--- src/rtl/output_unit.sv ---
// output_unit
//   Transmit side of one router output link. Flits from switch traversal are
//   registered onto the link (LT stage) one cycle after acceptance. A credit
//   counter per VC mirrors free slots in the downstream input buffer, and a
//   per-VC held/free flag tracks which output VCs belong to in-flight packets.
//
// Ports
//   clk, reset          clock (rising edge), asynchronous active-low reset
//   in_valid/in_flit/in_vc/in_tail   flit offered by the switch
//   in_ready            flit accepted this cycle when in_valid is high
//   credit_valid/credit_vc           one downstream slot freed on credit_vc
//   alloc_valid/alloc_vc             VC allocator claims alloc_vc
//   push/flit_out/vc_out             registered link outputs
//   credits             current credit count per VC (0..DEPTH)
//   vc_free             1 = VC not held by a packet
//   error               sticky protocol-violation flag
module output_unit #(
  parameter int DEPTH            = 4,
  parameter int DATA_WIDTH       = 32,
  parameter int VIRTUAL_CHANNELS = 2,
  parameter int VC_BITS          = $clog2(VIRTUAL_CHANNELS),
  parameter int DEPTH_BITS       = $clog2(DEPTH)
) (
  input  logic                                         clk,
  input  logic                                         reset,
  input  logic                                         in_valid,
  input  logic [DATA_WIDTH-1:0]                        in_flit,
  input  logic [VC_BITS-1:0]                           in_vc,
  input  logic                                         in_tail,
  output logic                                         in_ready,
  input  logic                                         credit_valid,
  input  logic [VC_BITS-1:0]                           credit_vc,
  input  logic                                         alloc_valid,
  input  logic [VC_BITS-1:0]                           alloc_vc,
  output logic                                         push,
  output logic [DATA_WIDTH-1:0]                        flit_out,
  output logic [VC_BITS-1:0]                           vc_out,
  output logic [VIRTUAL_CHANNELS-1:0][DEPTH_BITS:0]    credits,
  output logic [VIRTUAL_CHANNELS-1:0]                  vc_free,
  output logic                                         error
);

  localparam logic [DEPTH_BITS:0] FULL = (DEPTH_BITS+1)'(DEPTH);
  localparam logic [DEPTH_BITS:0] ONE  = (DEPTH_BITS+1)'(1);

  // Credit update for one VC. A return on a full counter saturates at DEPTH
  // (the overflow itself is flagged separately). Accept plus return nets out.
  function automatic logic [DEPTH_BITS:0] credit_next(
    input logic [DEPTH_BITS:0] cnt,
    input logic                inc,
    input logic                dec
  );
    credit_next = cnt;
    if (inc && !dec && cnt != FULL)
      credit_next = cnt + ONE;
    else if (dec && !inc)
      credit_next = cnt - ONE;
  endfunction

  logic                                      accept_p0;
  logic [VIRTUAL_CHANNELS-1:0]               dec_v, inc_v, rel_v, alc_v;
  logic [VIRTUAL_CHANNELS-1:0][DEPTH_BITS:0] credits_d;
  logic [VIRTUAL_CHANNELS-1:0]               vc_free_d;
  logic                                      error_d;

  // ---- p0: acceptance and bookkeeping from registered state ----
  assign in_ready  = (credits[in_vc] != '0);
  assign accept_p0 = in_valid && in_ready;

  always_comb begin
    dec_v     = '0;
    inc_v     = '0;
    rel_v     = '0;
    alc_v     = '0;
    credits_d = credits;
    vc_free_d = vc_free;
    error_d   = error;

    // Flit on an unallocated VC is still sent, but flagged.
    if (accept_p0 && vc_free[in_vc])
      error_d = 1'b1;

    for (int v = 0; v < VIRTUAL_CHANNELS; v++) begin
      dec_v[v] = accept_p0 && (in_vc == VC_BITS'(v));
      inc_v[v] = credit_valid && (credit_vc == VC_BITS'(v));
      rel_v[v] = dec_v[v] && in_tail;
      alc_v[v] = alloc_valid && (alloc_vc == VC_BITS'(v));

      if (inc_v[v] && !dec_v[v] && credits[v] == FULL)
        error_d = 1'b1;
      credits_d[v] = credit_next(credits[v], inc_v[v], dec_v[v]);

      // Re-allocating a held VC is legal only as a same-cycle tail hand-off.
      if (alc_v[v] && !vc_free[v] && !rel_v[v])
        error_d = 1'b1;
      if (alc_v[v])
        vc_free_d[v] = 1'b0;
      else if (rel_v[v])
        vc_free_d[v] = 1'b1;
    end
  end

  // ---- p1: link register and state ----
  always_ff @(posedge clk or negedge reset) begin
    if (!reset) begin
      push     <= 1'b0;
      flit_out <= '0;
      vc_out   <= '0;
      credits  <= {VIRTUAL_CHANNELS{FULL}};
      vc_free  <= '1;
      error    <= 1'b0;
    end else begin
      push     <= accept_p0;
      if (accept_p0) begin
        flit_out <= in_flit;
        vc_out   <= in_vc;
      end
      credits  <= credits_d;
      vc_free  <= vc_free_d;
      error    <= error_d;
    end
  end

endmodule

--- config.mk ---
export PLATFORM = sky130hd
export DESIGN_NAME = output_unit
export DESIGN_NICKNAME = d
export VERILOG_FILES = /design/src/rtl/output_unit.sv
export SDC_FILE = /design/constraint.sdc
export NUM_CORES = 1
export LEC_CHECK = 0
export CORE_MARGIN = 10
export CORE_UTILIZATION = 43
export DETAILED_ROUTE_END_ITERATION = 12
export MAX_ROUTING_LAYER = met4
export PLACE_DENSITY = 0.9
export SYNTH_ARGS = -nofsm -noshare
export SYNTH_HDL_FRONTEND = slang
export SYNTH_SLANG_ARGS = --single-unit
--- constraint.sdc ---
create_clock -name clk -period 3.05 [get_ports clk]
set_input_delay 0.61 -clock clk [delete_from_list [all_inputs] [get_ports clk]]
set_output_delay 0.61 -clock clk [all_outputs]
set_load 0.005 [all_outputs]
# --- Word-level counts from Yosys, hierarchy flattened ---
# Index checks and enable logic that the tools add are counted.
totals:
  reg_bits: 43
  inputBits: 41
  out_inout_bits: 44
  elab_cells: 73
classes:
  n_addsub: 4
  order_cmp: 1
  eq_ne: 4
  n_mux: 17
  bitwise: 3
  n_reduce_logical: 36
ops:
  columns: ["operator", "count"]
  rows:
  - ["logical AND 1 bit", 22]
  - ["two-way mux 3 bit", 6]
  - ["two-way mux 1 bit", 11]
  - ["zero test 1 bit", 8]
  - ["nonzero test 2 bit", 4]
  - ["adder 3 x 1 -> 3 bit, second input constant", 2]
  - ["== test 3 bit, second input constant", 2]
  - ["inequality test 3 bit, second input constant", 2]
  - ["subtractor 3 x 1 -> 3 bit, second input constant", 2]
  - ["nonzero test 5 bit", 1]
  - ["NOT 1 bit", 3]
  - ["nonzero test 3 bit", 1]
  - ["less-than comparator 1 x 2 -> 1 bit, second input constant", 1]

# --- Depth between registers and ports, before layout ---
logic_depth:
  ltp_word: 12
  ltp_mapped: 8
  ltp_nobuf: 7

# --- Worst setup path before layout ---
# No wires, ideal clock.
synth_path:
  path_type: "input-to-reg"
  startpoint: "in in_vc"
  endpoint: "reg credits[2] (netlist bit)"
  setup_time_ns: 0.084
  t_arrival_ns: 2.309
  required_ns: 2.966
  slack_ns: 0.657
  path_stages: 8
  n_path_buf: 1
  path_cell_list: "buf_6 > and2b_1 > o21ai_1 > nand2_1 > fa_1 > or3_1 > and3_1 > a311o_1"
synth_via:
  elab_chain_cells: 9
  elab_cells_between_ends: 12
  cone_classes: "mux (3); bitwise (1); reduce/logical (8)"
synth_lines:
  columns: ["element", "line", "text"]
  rows:
  - ["from (decl)", "28", "input logic [VC_BITS-1:0] in_vc,"]
  - ["two-way mux 3 bit (not written as such) (2 in series)", "67", "assign in_ready = (credits[in_vc] != '0);"]
  - ["nonzero test 3 bit", "67", null]
  - ["logical AND 1 bit", "68", "assign accept_p0 = in_valid && in_ready;"]
  - ["logical AND 1 bit (*)", "84", "dec_v[v] = accept_p0 && (in_vc == VC_BITS'(v));"]
  - ["zero test 1 bit", "54", "if (inc && !dec && cnt != FULL)"]
  - ["logical AND 1 bit (2 in series)", "54", null]
  - ["two-way mux 3 bit or nonzero test 2 bit (tied branches)", null, null]
  - ["to (signal assigned)", "109", "credits <= {VIRTUAL_CHANNELS{FULL}};"]
  - ["to (signal assigned)", "118", "credits <= credits_d;"]
  - ["to (decl)", "38", "output logic [VIRTUAL_CHANNELS-1:0][DEPTH_BITS:0] credits,"]
# Every way passes the cells marked *; elsewhere a longest branch is shown, timed or not. The select of a mux whose other input is x is not followed.
# A chain may end at the register's enable or synchronous reset.

# --- Worst setup path after layout ---
layout_path:
  startpoint: "in in_vc"
  endpoint: "out in_ready"
layout_via:
  elab_chain_cells: 3
layout_lines:
  columns: ["element", "line", "text"]
  rows:
  - ["two-way mux 3 bit (not written as such) (2 in series)", "67", null]
  - ["nonzero test 3 bit", "67", null]
  - ["to (decl)", "30", "output logic in_ready,"]
# Every way passes these cells. The select of a mux whose other input is x is not followed.

==> metrics.yaml <==
outcome: "completed"
ys_types: 42
yosys.area.top_type_share_pct: 45.8
finClkSkew_ns: 0.00389
drc: 0
setup_violations: 0
placementRows: 25
grt_overflow: 0
wl_met1_mm: 2.18
cts-htree-levels: 2
synth_top_area_cell: "dfrtp_1"
num_antenna_cells: 0
gp_congestion: 0.778
required_ns: 2.44
coreArea_um2: 4750
routed_wl_mm: 5.08
first_pass_iters: 4
drive_above_1_share_pct: 22.1
ys_warn_count: 0
nNetsFinal: 282
layout_common_cells: "83 x clkdlybuf4s50_1, 39 x dfrtp_1, 28 x mux2_4"
rsz0062_at_grt: "no"
synth_compound_area_share_pct: 8.40
first_global_vias: 1733
leakagePower_nw: 1.31
cts_tree: "built"
vias_per_cell: 4.91
syn_nets: 193
p_per_area_nw_per_um2: 848
start_util_pct: 44.8
synthCells: 150
hold_violations: 0
final_common_cell: "clkdlybuf4s50_1"
drtAntennaViolNets: 0
vdd_drop_max_uv: 412
clk_pin_slew_ns: 0.08
die-area_um2: 8170
met2_length_mm: 2.63
placed_cell_area_um2: 3010
cts_resized: 0
fin_crit_sh_pct: 88.0
synth_area_leaders: "dfrtp_1 46%, mux2_4 20%, dfstp_2 4.9%"
grt_usage_pct: 13.2
antenna_found_initial: 0
final.setup.worst_slack_ns: 0.368
yosys.area_share.xor_xnor_pct: 1.64
drv_slew: 0
drt-initial-drc-count: 63
worst_slew_pin_slew_ns: 0.951
synth_top_family_by_area: "multiplexers"
cts_root_buf: "clkbuf_8"
clock.fmax_ghz: 0.373
insertion_delay_ns: 0.29
dr_wl_met3_um: 202
max_slew_margin_pct: 36.6
synthSimpleGateAreaFrac_pct: 11.3
path_class: "input pin to output port"
final_util_pct: 65.1
dpl.hpwl_mm: 3.88
io_pins: 85
die-width_um: 90.4
cts_hold_buf: 0
hold_ws_ns: 0.457
worst_ep_arrival_time_ns: 2.07
portBuffers: 84
critical_path.max_fanout: 9
layout_min_cycle_time_ns: 2.68
cts_setup_buffers: 0
grt_first_pass_wirelength_mm: 8.63
clkSinkCount: 43
final_area_um2: 3100
start_kind: "input pin"
maxCapViolCount: 0
area_delta_synth_final_pct: 45.3
vias: 1506
dp_slack_ns: 0.180
ys_seq_elements: 43
routed.top_layer: "met4"
cts_buffers: 5
syn-cell-area_um2: 2130
clockBufferDepth: 2
grt_max_degree: 44
crit_path_end_kind: "output port"
min_path_type: "input pin to asynchronous set/reset pin"
synth_seq_area_share_pct: 50.7
synth_fa_ha_area_share_pct: 1.88
die_h_um: 90.4
muxShareOfSynthArea_pct: 21.8
fin_setup_tns_ns: 0
syn_area_per_cell_um2: 14.2
avgRoutedWirePerCell_um: 16.5
sequential cells by signal, summed over array words and instances, names as in the netlist:
name and count:
vc_free 2, vc_out 1, credits 6, flit_out 32
error 1, push 1
cells by family after synthesis:
kind of cell | Yosys count
fa+ha+maj | 2
mux | 32
simple gates | 39
xor+xnor | 4
compound gates | 22
buf+inv | 8
flops | 43
final timing paths:
check | from | to | slack, ns | cells after the start
setup / recovery | in_vc | in_ready | 0.37 | 5
hold / removal | reset | flit_out[29]$_DFFE_PN0N_ | 0.46 | 1
setup reg to reg | credits[1]$_DFFE_PN0P_ | credits[2]$_DFFE_PN1P_ | 0.60 | 7
hold reg to reg | flit_out[1]$_DFFE_PN0N_ | flit_out[1]$_DFFE_PN0N_ | 0.50 | 1
max in group asynchronous | reset | credits[4]$_DFFE_PN0P_ | 2.00 | 1
min in group clk | flit_out[1]$_DFFE_PN0N_ | flit_out[1]$_DFFE_PN0N_ | 0.50 | 1
where the power goes:
group          internal, W  total, W  switching [W]
Combinational     0.000844   0.00126       0.000412
Clock             0.000161  0.000345       0.000185
Sequential        0.000814   0.00102       0.000207
area by class of cell:
class / instances / area (µm²)
well taps: 67 / 83.8
fillers: 376 / 1660
clock inverters: 1 / 5.00
multi-input cells: 99 / 960
inverters: 1 / 3.75
clock buffers: 7 / 76.3
repair buffers: 89 / 886
flip-flops and latches: 43 / 1080
Yosys cell counts, drive strengths merged:
library cell  instances
or4                   2
a31oi                 1
xnor2                 3
nand4                 3
dfrtp                39
nand3                 5
o22a                  2
o2bb2ai               2
and3                  2
nor3                  1
nor2                  3
or3                   3
nand2b                2
o21ai                 3
o21bai                1
and2b                 1
a211o                 1
o2111a                2
o22ai                 1
xor2                  1
nor4                  1
nand2                12
nor2b                 2
a21oi                 3
fa                    2
a311o                 2
dfstp                 4
buf                   7
inv                   1
o211ai                3
mux2                 32
a41oi                 1
and2                  2
critical path: stages:
cell,delay [ns]
clkdlybuf4s50_1,0.41
buf_4,0.18
nor4_4,0.33
a21oi_4,0.07
clkdlybuf4s50_1,0.47
metal layers:
layer	vias to the layer above	global-route usage [%]
li1	726	-
met4	0	4.77
met3	7	3.41
met1	732	15.2
met2	41	21.9
met5	-	-
stage by stage:
stage / total power (W) / std cells
floorplan: 0.00165 / 150
detailed placement: 0.00231 / 299
global placement: 0.00227 / 299
CTS: 0.00267 / 307
global route: 0.00282 / 307
finish: 0.00262 / 307
(Power assumes the default switching activity.)
